**config.mk**
```make
export PLATFORM = sky130hd
export DESIGN_NAME = mem_access_ctrl
export DESIGN_NICKNAME = d
export VERILOG_FILES = /design/src/rtl/mem_access_ctrl_pkg.sv /design/src/rtl/mem_access_ctrl_load_align.sv /design/src/rtl/mem_access_ctrl.sv
export SDC_FILE = /design/constraint.sdc
export NUM_CORES = 1
export LEC_CHECK = 0
export ABC_CLOCK_PERIOD_IN_PS = 5200
export BUFFER_PORTS_ARGS = -buffer_cell sky130_fd_sc_hd__buf_4
export CORE_AREA = 2 2 82 162
export CTS_CLUSTER_DIAMETER = 150
export DETAILED_ROUTE_END_ITERATION = 12
export DIE_AREA = 0 0 84 164
export PLACE_DENSITY = 0.81
export SYNTH_ARGS = -nofsm -noshare
export SYNTH_HDL_FRONTEND = slang
export SYNTH_SLANG_ARGS = --single-unit
```
**constraint.sdc**
```tcl
create_clock -name clk -period 5.2 [get_ports clk]
set_input_delay 1.04 -clock clk [delete_from_list [all_inputs] [get_ports clk]]
set_output_delay 1.04 -clock clk [all_outputs]
set_load 0.01 [all_outputs]
```
**src/rtl/mem_access_ctrl_pkg.sv**
```systemverilog
// mem_access_ctrl_pkg: load/store opcodes, FSM state encoding and store-side helpers
// Revision: 1.0
`default_nettype none

package mem_access_ctrl_pkg;

    localparam logic [5:0] EXE_LB  = 6'b100000;
    localparam logic [5:0] EXE_LH  = 6'b100001;
    localparam logic [5:0] EXE_LW  = 6'b100011;
    localparam logic [5:0] EXE_LBU = 6'b100100;
    localparam logic [5:0] EXE_LHU = 6'b100101;
    localparam logic [5:0] EXE_SB  = 6'b101000;
    localparam logic [5:0] EXE_SH  = 6'b101001;
    localparam logic [5:0] EXE_SW  = 6'b101011;

    typedef enum logic [1:0] {
        ST_IDLE = 2'd0,
        ST_REQ  = 2'd1,
        ST_WAIT = 2'd2,
        ST_DONE = 2'd3
    } state_t;

    function automatic logic is_load(input logic [5:0] op);
        return (op == EXE_LB) || (op == EXE_LBU) || (op == EXE_LH) ||
               (op == EXE_LHU) || (op == EXE_LW);
    endfunction

    function automatic logic is_store(input logic [5:0] op);
        return (op == EXE_SB) || (op == EXE_SH) || (op == EXE_SW);
    endfunction

    function automatic logic misaligned(input logic [5:0] op, input logic [1:0] off);
        case (op)
            EXE_LH, EXE_LHU, EXE_SH: return off[0];
            EXE_LW, EXE_SW:          return off != 2'b00;
            default:                 return 1'b0;
        endcase
    endfunction

    function automatic logic [3:0] store_strobe(input logic [5:0] op, input logic [1:0] off);
        case (op)
            EXE_SB:  return 4'b0001 << off;
            EXE_SH:  return off[1] ? 4'b1100 : 4'b0011;
            EXE_SW:  return 4'b1111;
            default: return 4'b0000;
        endcase
    endfunction

    function automatic logic [31:0] store_data(input logic [5:0] op, input logic [31:0] wdata);
        case (op)
            EXE_SB:  return {4{wdata[7:0]}};
            EXE_SH:  return {2{wdata[15:0]}};
            default: return wdata;
        endcase
    endfunction

endpackage

`default_nettype wire

```
**src/rtl/mem_access_ctrl_load_align.sv**
```systemverilog
// mem_access_ctrl_load_align: selects the addressed byte/halfword of a RAM word and extends it
// Revision: 1.0
`default_nettype none

module mem_access_ctrl_load_align
    import mem_access_ctrl_pkg::*;
(
    input  logic [5:0]  op,
    input  logic [1:0]  off,
    input  logic [31:0] raw,
    output logic [31:0] result
);

    logic [7:0]  sel_byte;
    logic [15:0] sel_half;

    always_comb begin
        sel_byte = 8'h00;
        case (off)
            2'd0: sel_byte = raw[7:0];
            2'd1: sel_byte = raw[15:8];
            2'd2: sel_byte = raw[23:16];
            2'd3: sel_byte = raw[31:24];
            default: sel_byte = raw[7:0];
        endcase
        sel_half = off[1] ? raw[31:16] : raw[15:0];

        case (op)
            EXE_LB:  result = {{24{sel_byte[7]}}, sel_byte};
            EXE_LBU: result = {24'h000000, sel_byte};
            EXE_LH:  result = {{16{sel_half[15]}}, sel_half};
            EXE_LHU: result = {16'h0000, sel_half};
            default: result = raw;
        endcase
    end

endmodule

`default_nettype wire

```
**src/rtl/mem_access_ctrl.sv**
```systemverilog
// mem_access_ctrl: sequences MEM-stage loads/stores onto an addr_ok/data_ok data RAM
// Revision: 1.0
`default_nettype none

module mem_access_ctrl
    import mem_access_ctrl_pkg::*;
#(
    parameter int MAX_WAIT = 255
)(
    input  logic        clk,
    input  logic        resetn,
    input  logic        mem_req,
    input  logic [5:0]  op,
    input  logic [31:0] addr,
    input  logic [31:0] wdata,
    input  logic        flush,
    output logic        stall,
    output logic [31:0] rdata,
    output logic        rdata_valid,
    output logic        adel,
    output logic        ades,
    output logic [31:0] bad_vaddr,
    output logic        bus_err,
    output logic        ram_en,
    output logic [3:0]  ram_we,
    output logic [31:0] ram_addr,
    output logic [31:0] ram_wdata,
    input  logic        ram_addr_ok,
    input  logic        ram_data_ok,
    input  logic [31:0] ram_rdata
);

    localparam logic [7:0] WAIT_LAST = 8'(MAX_WAIT - 1);

    state_t      state, state_nx;
    logic [5:0]  op_q;
    logic [1:0]  off_q;
    logic [31:0] addr_q;
    logic [31:0] wdata_q;
    logic [3:0]  we_q;
    logic        discard, discard_nx;
    logic [7:0]  wd_cnt;
    logic        bus_err_nx;
    logic        load_done;
    logic [31:0] aligned;

    logic req_ok, mis, start, timeout, drop;

    // resetn gates the request path so combinational outputs stay low during reset
    assign req_ok  = resetn && mem_req && (is_load(op) || is_store(op)) && !flush
                     && (state == ST_IDLE);
    assign mis     = misaligned(op, addr[1:0]);
    assign start   = req_ok && !mis;
    assign timeout = (wd_cnt == WAIT_LAST);
    assign drop    = discard || flush;

    assign adel        = req_ok && mis && is_load(op);
    assign ades        = req_ok && mis && is_store(op);
    assign bad_vaddr   = (adel || ades) ? addr : 32'h0;
    assign rdata_valid = (state == ST_DONE) && is_load(op_q);

    mem_access_ctrl_load_align u_align (
        .op     (op_q),
        .off    (off_q),
        .raw    (ram_rdata),
        .result (aligned)
    );

    always_comb begin
        state_nx   = state;
        discard_nx = discard;
        stall      = 1'b0;
        ram_en     = 1'b0;
        ram_we     = 4'h0;
        ram_addr   = 32'h0;
        ram_wdata  = 32'h0;
        bus_err_nx = 1'b0;
        load_done  = 1'b0;

        case (state)
            ST_IDLE: begin
                discard_nx = 1'b0;
                if (start) begin
                    stall     = 1'b1;
                    ram_en    = 1'b1;
                    ram_addr  = {addr[31:2], 2'b00};
                    ram_we    = store_strobe(op, addr[1:0]);
                    ram_wdata = store_data(op, wdata);
                    state_nx  = ram_addr_ok ? ST_WAIT : ST_REQ;
                end
            end
            ST_REQ: begin
                stall     = 1'b1;
                ram_en    = 1'b1;
                ram_addr  = addr_q;
                ram_we    = we_q;
                ram_wdata = wdata_q;
                // once the RAM has taken the request it must drain, so a flush only marks it
                if (ram_addr_ok) begin
                    state_nx = ST_WAIT;
                    if (flush) discard_nx = 1'b1;
                end else if (flush) begin
                    state_nx = ST_IDLE;
                end else if (timeout) begin
                    state_nx   = ST_IDLE;
                    bus_err_nx = 1'b1;
                end
            end
            ST_WAIT: begin
                stall = 1'b1;
                if (flush) discard_nx = 1'b1;
                if (ram_data_ok) begin
                    discard_nx = 1'b0;
                    state_nx   = drop ? ST_IDLE : ST_DONE;
                    load_done  = !drop && is_load(op_q);
                end else if (timeout) begin
                    state_nx   = ST_IDLE;
                    discard_nx = 1'b0;
                    bus_err_nx = 1'b1;
                end
            end
            ST_DONE: begin
                state_nx = ST_IDLE;
            end
            default: state_nx = ST_IDLE;
        endcase
    end

    always_ff @(posedge clk or negedge resetn) begin
        if (!resetn) begin
            state   <= ST_IDLE;
            op_q    <= 6'h0;
            off_q   <= 2'b00;
            addr_q  <= 32'h0;
            wdata_q <= 32'h0;
            we_q    <= 4'h0;
            discard <= 1'b0;
            wd_cnt  <= 8'h0;
            bus_err <= 1'b0;
            rdata   <= 32'h0;
        end else begin
            state   <= state_nx;
            discard <= discard_nx;
            bus_err <= bus_err_nx;
            wd_cnt  <= ((state == ST_REQ) || (state == ST_WAIT)) ? wd_cnt + 8'd1 : 8'h0;
            if (start) begin
                op_q    <= op;
                off_q   <= addr[1:0];
                addr_q  <= {addr[31:2], 2'b00};
                we_q    <= store_strobe(op, addr[1:0]);
                wdata_q <= store_data(op, wdata);
            end
            if (load_done) rdata <= aligned;
        end
    end

endmodule

`default_nettype wire

```
==> flow_summary.yaml, run 1 <==
routing:
  route.vias.total: 6400
  drt_iter0_drc: 273
  drtAntennaViolNets: 0
  wl_per_cell_um: 16.4
  first_pass_iters: 4
  viasPerCell: 5.36
  route.detailed.drc: 0
  routed_wl_um: 19600
sta:
  final_max_slew_viol_count: 0
  holdWs_ns: 0.472
  min_period_ns: 4.12
  hold_viol: 0
  tightestPinTransition_ns: 0.981
  rsz0062_at_grt: "no"
  tns_ns: 0
  max_freq_mhz: 242
  finalWorstSetupSlack_ns: 1.08
  slew-limit-headroom_pct: 34.6
  finalCritPeriodShare_pct: 79.3
  finalSetupViolCount: 0
  skew_ns: 0.00710
critical_path:
  start_kind: "flop"
  cp.required_ns: 4.16
  worstSetupEndpointType: "output port"
  critPathArrivalTime_ns: 3.08
  crit_type: "flop to output port"
  crit_fanout: 37
flow_run:
  cap_violations: 0
synth:
  synth_cell_types: 55
  syn_area_per_cell_um2: 8.11
  ys.warnings.count: 0
  synthFlopType: "dfrtp_1"
  synth-edff-count: 0
  synth-seq-cells: 118
  syn_inst: 813
  netlist_area_um2: 6590
  yosysSeqAreaShare_pct: 44.8
  async_reset_ff_share_pct: 100
power:
  p_comb_share_pct: 33.4
  p_seq_share_pct: 36.2
  switching_share_pct: 33.8
  power.density_nw_per_um2: 427
  intPower_uw: 2550
  ir_drop_mv: 0.319
  power_frac_clock_pct: 30.4
  leakage_uw: 0.00499
  power_switching_uw: 1300
clock_network:
  cts_tree: "yes"
  cts_setup_buffers: 0
  clock_sinks: 118
  cts.clk_slew.worst_paths_ns: 0.05
  cts-htree-levels: 4
  clockBufferDepth: 2
  cts-root-buf: "clkbuf_16"
  cts_resized: 0
  numCtsBuffers: 17
  ctsHoldBuffers: 0
  clock_latency_ns: 0.40
global_route:
  antenna_found_initial: 1
  grt_max_degree: 81
  overflow: 0
  grt_pass1_wl_um: 30800
  gr-usage-all-layers_pct: 28.3
  grt_pass1_vias: 6187
final_layout:
  drive_above_1_share_pct: 30.1
  nFillCells: 1007
  syn2layout_area_growth_pct: 36.6
  antenna_cells: 0
  post-route-util_pct: 71.7
  nets: 1147
status:
  status: "finished, final reports clean"
place:
  place.gp.congestion: 0.883
  io_buffers: 243
  place_ws_ns: 1.14
  dpl.hpwl_um: 14500
floorplan:
  core_area_um2: 12600
  placementRows: 58
  die-area_um2: 13800
  io_pins: 246
  die_x_um: 84
  die_y_um: 164
  start_util_pct: 52.5
hold_path:
  hold_class: "flop to flop"
-- worst paths after layout --
| kind | startpoint | cells past startpoint | end | slack (ns) |
|---|---|---|---|---|
| worst max-delay path | state[1]$_DFFE_PN0P_ | 9 | ram_wdata[6] | 1.08 |
| worst min-delay path | addr_q[20]$_DFFE_PN0P_ | 2 | addr_q[20]$_DFFE_PN0P_ | 0.47 |
| worst max register to register | state[0]$_DFFE_PN0P_ | 7 | rdata[31]$_DFFE_PN0P_ | 2.37 |
| worst min register to register | addr_q[20]$_DFFE_PN0P_ | 2 | addr_q[20]$_DFFE_PN0P_ | 0.47 |
| max in group asynchronous | resetn | 3 | rdata[7]$_DFFE_PN0P_ | 3.11 |
| min in group asynchronous | resetn | 2 | bus_err$_DFF_PN0_ | 0.82 |
-- synthesized netlist by cell type (8+ instances only) --
cell type	instances	share of area [%]
nand2_1	300	17
dfrtp_1	118	45
o21ai_0	64	4.9
nor2_1	48	2.7
and2_1	39	3.7
a21oi_1	27	2.0
mux2i_1	27	4.1
clkbuf_1	23	1.3
buf_2	19	1.4
a21o_1	16	1.8
a21oi_2	10	1.3
mux2_2	9	1.5
a31oi_1	8	0.76
nor3_1	8	0.61
-- sequential cells by signal, indices dropped and copies added, names as in the netlist --
| name | count |
|---|---|
| rdata | 32 |
| wdata_q | 32 |
| addr_q | 30 |
| wd_cnt | 8 |
| op_q | 6 |
| we_q | 4 |
| off_q | 2 |
| state | 2 |
| bus_err | 1 |
| discard | 1 |
-- stage by stage --
stage / std cells / total power (uW) / instance area [um2]
after floorplan: 814 / 2120 / 6600
after global placement: 1163 / 2660 / 8410
after detailed placement: 1163 / 2700 / 8410
after CTS: 1195 / 3880 / 9010
after global routing: 1195 / 4080 / 9010
final: 1195 / 3850 / 9010
-- cell type report --
| type | instances | area [um2] | share of cell area (%) |
|---|---|---|---|
| multi-input cells | 637 | 3360 | 37.3 |
| flip-flops and latches | 118 | 2950 | 32.8 |
| repair buffers | 251 | 1880 | 20.9 |
| clock buffers | 24 | 502 | 5.57 |
| well taps | 150 | 188 | 2.08 |
| clock inverters | 8 | 95.1 | 1.06 |
| inverters | 7 | 26.3 | 0.292 |
-- logic make-up after synthesis --
family,after synthesis,synth area share (%)
and+or+nand+nor,432,28.2
AOI/OAI and AO/OA,155,14.9
DFF,118,44.8
buffers and inverters,59,4.40
muxes,37,5.81
adders and majority gates,7,1.33
xor gates and xnor gates,4,0.532
other,1,0.0569
-- critical path, cell delays in order (launching register included) --
cell	delay [ns]
dfrtp_1	0.41
inv_1	0.15
ha_1	0.27
and4b_1	0.30
o2111ai_1	0.23
and2b_2	0.74
buf_4	0.29
nand2_1	0.09
nand2_1	0.07
buf_4	0.12
-- layer usage --
layer  wire length, um  track usage [%]  vias to the layer above
li1                  -                -                     3106
met1              7290             31.4                     3026
met2             10600             50.9                      219
met3               925             6.18                       49
met4               782             13.5                        0
met5                 0                0                        -
-- cell usage in the layout (no fill, tap or decap), types with 8 or more instances in the layout --
cell         n
a21oi_1     27
o21ai_0     64
and2_1      39
a21oi_2     10
clkbuf_16   17
nor3_1       8
buf_4      251
a21o_1      16
mux2_2       9
nor2_1      47
a31oi_1      8
dfrtp_1    118
nand2_1    300
mux2i_1     27
-- power by group through the flow --
stage                     clock network [uW]  registers [uW]  logic [uW]
after floorplan                            0            1400         722
after global placement                     0            1390        1270
after detailed placement                   0            1410        1290
after CTS                               1190            1390        1300
after global routing                    1230            1430        1410
final                                   1170            1390        1290
(Power assumes the default switching activity.)
==> run 2, diff against run 1 <==
--- a/config.mk
+++ b/config.mk
@@ -5,13 +5,13 @@
 export SDC_FILE = /design/constraint.sdc
 export NUM_CORES = 1
 export LEC_CHECK = 0
-export ABC_CLOCK_PERIOD_IN_PS = 5200
+export ABC_CLOCK_PERIOD_IN_PS = 3350
 export BUFFER_PORTS_ARGS = -buffer_cell sky130_fd_sc_hd__buf_4
-export CORE_AREA = 2 2 82 162
+export CORE_AREA = 2 2 89 177
 export CTS_CLUSTER_DIAMETER = 150
 export DETAILED_ROUTE_END_ITERATION = 12
-export DIE_AREA = 0 0 84 164
-export PLACE_DENSITY = 0.81
+export DIE_AREA = 0 0 91 179
+export PLACE_DENSITY = 0.73
 export SYNTH_ARGS = -nofsm -noshare
 export SYNTH_HDL_FRONTEND = slang
 export SYNTH_SLANG_ARGS = --single-unit
==> constraint.sdc (replaced) <==
create_clock -name clk -period 3.35 [get_ports clk]
set_input_delay 0.67 -clock clk [delete_from_list [all_inputs] [get_ports clk]]
set_output_delay 0.67 -clock clk [all_outputs]
set_load 0.01 [all_outputs]
==> flow_summary.yaml, run 2 (synthesized netlist as in run 1, its figures left out) <==
power:
  power.density_nw_per_um2: 648
  total_power_uw: 5990
  p_comb_share_pct: 33.5
  switching_share_pct: 34.8
  p_seq_share_pct: 36.1
  leakage_uw: 0.00505
  intPower_uw: 3900
  ir_drop_mv: 0.359
  power_switching_uw: 2080
  power_frac_clock_pct: 30.4
sta:
  final_max_slew_viol_count: 0
  rsz0062_at_grt: "no"
  hold_viol: 0
  tns_ns: 0
  finalSetupViolCount: 0
  slew-limit-headroom_pct: 42.4
  skew_ns: 0.0149
  finalCritPeriodShare_pct: 95.9
  min_period_ns: 3.21
  max_freq_mhz: 311
  tightestPinTransition_ns: 0.864
final_layout:
  nets: 1160
  antenna_cells: 0
  layout_common_cells: "nand2_1 (300), buf_4 (257), dfrtp_1 (118), o21ai_0 (64), nor2_1 (48)"
  syn2layout_area_growth_pct: 40.2
  drive_above_1_share_pct: 31.4
  layout_commonest_cell: "nand2_1"
  reg.largest.list: "rdata: 32 flops, wdata_q: 32 flops, addr_q: 30 flops"
  post-route-util_pct: 61.4
clock_network:
  cts.clk_slew.worst_paths_ns: 0.06
  cts-root-buf: "clkbuf_16"
  cts_tree: "yes"
  clock_sinks: 118
  cts-htree-levels: 4
  clockBufferDepth: 2
  numCtsBuffers: 17
  clock_latency_ns: 0.42
critical_path:
  start_kind: "flop"
  critPathArrivalTime_ns: 2.54
  crit_type: "flop to output port"
  worstSetupEndpointType: "output port"
  crit_fanout: 23
  cp.required_ns: 2.68
place:
  place.gp.congestion: 0.924
  io_buffers: 243
  dpl.hpwl_um: 14300
status:
  status: "finished, final reports clean"
floorplan:
  die_y_um: 179
  die-area_um2: 16300
  start_util_pct: 43.8
  placementRows: 64
  core_area_um2: 15100
  io_pins: 246
  die_x_um: 91
routing:
  drt_iter0_drc: 275
  route.vias.total: 6432
  viasPerCell: 5.12
  drtAntennaViolNets: 0
  routed_wl_um: 20000
  first_pass_iters: 6
  wl_per_cell_um: 15.9
  route.detailed.drc: 0
global_route:
  antenna_found_initial: 0
  gr-usage-all-layers_pct: 23.8
  grt_max_degree: 64
  grt_pass1_wl_um: 30600
  grt_pass1_vias: 6134
  overflow: 0
hold_path:
  hold_class: "input port to asynchronous set/reset pin"
flow_run:
  cap_violations: 0
run 2: cell types whose count changed in the layout (fill, tap and decap cells not counted), sizes merged:
| cell | before | now |
|---|---|---|
| clkbuf | 24 | 19 |
| clkinvlp | 2 | 5 |
| inv | 7 | 10 |
| buf | 251 | 261 |
| nand2b | 7 | 9 |
run 2: final cells by class:
class / instances / area [um2]
Timing Repair Buffer: 262 / 2030
Multi-Input combinational cell: 639 / 3400
Inverter: 7 / 26.3
Tap cell: 198 / 248
Clock buffer: 18 / 439
Fill cell: 1353 / 5810
Clock inverter: 14 / 151
Sequential cell: 118 / 2950
run 2: path summary, 6_finish.rpt:
check	start	to	slack (ns)	cells past startpoint
setup / recovery	state[1]$_DFFE_PN0P_	ram_addr[11]	0.14	9
hold / removal	resetn	wdata_q[15]$_DFFE_PN0P_	0.43	2
setup reg to reg	state[0]$_DFFE_PN0P_	state[0]$_DFFE_PN0P_	0.93	9
hold reg to reg	op_q[5]$_DFFE_PN0P_	op_q[5]$_DFFE_PN0P_	0.46	1
max in group asynchronous	resetn	rdata[11]$_DFFE_PN0P_	1.67	3
min in group clk	op_q[5]$_DFFE_PN0P_	op_q[5]$_DFFE_PN0P_	0.46	1
run 2: routing by layer:
metal	vias to the layer above	wire, um	track usage, %
li1	3131	-	-
met1	2995	8040	29.2
met2	263	9950	39.1
met3	43	1470	7.10
met4	0	509	9.85
met5	-	0	0
run 2: critical path, stage by stage (launching register included):
cell,delay [ns]
dfrtp_1,0.41
inv_1,0.13
ha_1,0.25
and4b_2,0.31
o2111ai_4,0.19
and2b_2,0.34
clkbuf_16,0.22
nand2_1,0.09
nand2_1,0.07
buf_4,0.12
run 2: power groups by stage:
| stage | Clock [uW] | Sequential (uW) | Combinational, uW |
|---|---|---|---|
| after floorplan | 0 | 2180 | 1120 |
| after global placement | 0 | 2160 | 1970 |
| after detailed placement | 0 | 2180 | 2010 |
| after CTS | 1850 | 2160 | 2010 |
| after global routing | 1930 | 2230 | 2240 |
| final | 1820 | 2160 | 2000 |
run 2: per-stage QoR:
step | area [um2] | cells | hold WS [ns] | setup slack, ns
3_5_place_dp | 8560 | 1218 | 0.446 | 0.422
3_3_place_gp | 8560 | 1218 | 0.441 | 0.440
5_1_grt | 9240 | 1256 | 0.471 | 0.00777
2_1_floorplan | 6600 | 814 | 0.374 | 0.798
6_report | 9240 | 1256 | 0.428 | 0.136
4_1_cts | 9150 | 1250 | 0.451 | 0.0690
run 2: timing repair:
item / 4_1_cts / 5_1_grt
buffers inserted: 0 / 3
gates resized for setup: 0 / 5
hold buffers: 0 / 0
setup endpoints to repair: 0 / 28
==> run 3, diff against run 2 <==
--- a/config.mk
+++ b/config.mk
@@ -5,13 +5,13 @@
 export SDC_FILE = /design/constraint.sdc
 export NUM_CORES = 1
 export LEC_CHECK = 0
-export ABC_CLOCK_PERIOD_IN_PS = 3350
+export ABC_CLOCK_PERIOD_IN_PS = 3100
 export BUFFER_PORTS_ARGS = -buffer_cell sky130_fd_sc_hd__buf_4
-export CORE_AREA = 2 2 89 177
+export CORE_AREA = 2 2 85 168
 export CTS_CLUSTER_DIAMETER = 150
 export DETAILED_ROUTE_END_ITERATION = 12
-export DIE_AREA = 0 0 91 179
-export PLACE_DENSITY = 0.73
+export DIE_AREA = 0 0 87 170
+export PLACE_DENSITY = 0.76
 export SYNTH_ARGS = -nofsm -noshare
 export SYNTH_HDL_FRONTEND = slang
 export SYNTH_SLANG_ARGS = --single-unit
==> constraint.sdc (replaced) <==
create_clock -name clk -period 3.1 [get_ports clk]
set_input_delay 0.62 -clock clk [delete_from_list [all_inputs] [get_ports clk]]
set_output_delay 0.62 -clock clk [all_outputs]
set_load 0.01 [all_outputs]
==> flow_summary.yaml, run 3 (synthesized netlist as in run 1, its figures left out) <==
final_layout:
  nFillCells: 1113
  drive_above_1_share_pct: 32.9
  syn2layout_area_growth_pct: 43.3
  reg.largest.list: "rdata: 32 flops, wdata_q: 32 flops, addr_q: 30 flops"
  antenna_cells: 0
  layout_common_cells: "nand2_1 (298), buf_4 (271), dfrtp_1 (117), o21ai_0 (61), nor2_1 (46)"
  layout_commonest_cell: "nand2_1"
  post-route-util_pct: 70.3
  stdcell_area_um2: 9450
  nets: 1173
critical_path:
  crit_type: "flop to output port"
  critPathArrivalTime_ns: 2.42
  cp.required_ns: 2.48
  rrSetupSlack_ns: 0.68
  crit_path_end: "adel"
  crit_path_start: "state[1]$_DFFE_PN0P_"
  rr_worst_depth: 8
  r2r_start: "state[1]$_DFFE_PN0P_"
  start_kind: "flop"
  r2r-end: "rdata[30]$_DFFE_PN0P_"
  crit_fanout: 5
  worstSetupEndpointType: "output port"
routing:
  wl_per_cell_um: 17.1
  routed_wl_um: 21000
  first_pass_iters: 5
  viasPerCell: 5.39
  drt_iter0_drc: 391
  route.detailed.drc: 0
  drtAntennaViolNets: 0
  route.vias.total: 6609
floorplan:
  placementRows: 60
  io_pins: 246
  die_y_um: 170
  die_x_um: 87
  core_area_um2: 13400
  die-area_um2: 14800
  start_util_pct: 49.1
sta:
  tns_ns: 0
  min_period_ns: 3.04
  finalSetupViolCount: 0
  skew_ns: 0.00944
  finalCritPeriodShare_pct: 98.1
  max_freq_mhz: 329
  tightestPinTransition_ns: 0.920
  rsz0062_at_grt: "yes"
  slew-limit-headroom_pct: 38.6
  hold_viol: 0
  final_max_slew_viol_count: 0
  holdWs_ns: 0.324
global_route:
  overflow: 0
  antenna_found_initial: 0
  gr-usage-all-layers_pct: 27.5
  grt_pass1_wl_um: 31900
  grt_pass1_vias: 6557
  grt_max_degree: 72
power:
  switching_share_pct: 32.1
  p_seq_share_pct: 32.5
  power_switching_uw: 2300
  ir_drop_mv: 0.426
  leakage_uw: 0.00519
  power.density_nw_per_um2: 757
  total_power_uw: 7150
  intPower_uw: 4850
  p_comb_share_pct: 32.7
  power_frac_clock_pct: 34.8
status:
  status: "finished, final reports clean"
place:
  postPlaceCellArea_um2: 8550
  io_buffers: 243
  place.gp.congestion: 0.860
  dpl.hpwl_um: 15200
clock_network:
  cts-root-buf: "clkbuf_16"
  cts-htree-levels: 4
  cts_tree: "yes"
  numCtsBuffers: 17
  cts.clk_slew.worst_paths_ns: 0.06
  clock_latency_ns: 0.41
  clock_sinks: 118
  clockBufferDepth: 2
  ctsHoldBuffers: 0
flow_run:
  cap_violations: 0
hold_path:
  hold_class: "input port to asynchronous set/reset pin"
run 3: changes by cell type in the layout (fill, tap and decap cells not counted), sizes merged:
cell      delta
buf         +14
bufinv       +6
clkinvlp     -4
clkbuf       +3
clkinv       -3
inv          -2
nand2b       -1
run 3: repair_timing:
| action | in CTS | in global routing |
|---|---|---|
| buffers inserted | 2 | 7 |
| pin swaps | 1 | 1 |
| cloned | 1 | 2 |
| gates resized for setup | 7 | 9 |
| endpoints found under the setup margin | 94 | 98 |
run 3: how the worst min path moves through the flow:
| stage | endpoint | cells after the start | slack, ns | from |
|---|---|---|---|---|
| after global routing | wdata_q[11]$_DFFE_PN0P_ | 2 | 0.38 | resetn |
| after floorplan | addr_q[10]$_DFFE_PN0P_ | 0 | 0.32 | resetn |
| final | wdata_q[12]$_DFFE_PN0P_ | 2 | 0.32 | resetn |
| after CTS | wdata_q[28]$_DFFE_PN0P_ | 2 | 0.35 | resetn |
| after global placement | op_q[5]$_DFFE_PN0P_ | 1 | 0.45 | op_q[5]$_DFFE_PN0P_ |
| after detailed placement | op_q[5]$_DFFE_PN0P_ | 1 | 0.46 | op_q[5]$_DFFE_PN0P_ |
run 3: power groups by stage:
| stage | registers, uW | clock network, uW | logic, uW |
|---|---|---|---|
| floorplan | 2350 | 0 | 1210 |
| global placement | 2320 | 0 | 2180 |
| detailed placement | 2340 | 0 | 2230 |
| CTS | 2330 | 2520 | 2260 |
| global route | 2380 | 2590 | 2590 |
| finish | 2320 | 2490 | 2340 |
run 3: critical path: stages (launching register included):
cell	delay (ns)
dfrtp_1	0.42
inv_2	0.12
ha_4	0.16
and4b_2	0.28
o2111ai_4	0.17
nor2_2	0.17
nor4bb_1	0.48
buf_4	0.21
run 3: metrics by stage:
step	setup slack, ns	instances
after global placement	0.302	1182
after detailed placement	0.272	1182
after global routing	-0.0433	1226
after CTS	0.0100	1217
after floorplan	0.648	814
final	0.0598	1226
run 3: per-layer routing:
layer | routed length [um] | global-route usage [%]
met1 | 7600 | 29.6
met3 | 1080 | 5.29
met5 | 0 | 0
met4 | 741 | 12.8
met2 | 11500 | 50.0
run 3: cell type report:
| class | count | area (um2) | area share (%) |
|---|---|---|---|
| multi-input cells | 638 | 3410 | 36.1 |
| flip-flops and latches | 118 | 2950 | 31.3 |
| repair buffers | 276 | 2120 | 22.5 |
| clock buffers | 21 | 480 | 5.08 |
| clock inverters | 11 | 265 | 2.81 |
| well taps | 155 | 194 | 2.05 |
| inverters | 7 | 26.3 | 0.278 |
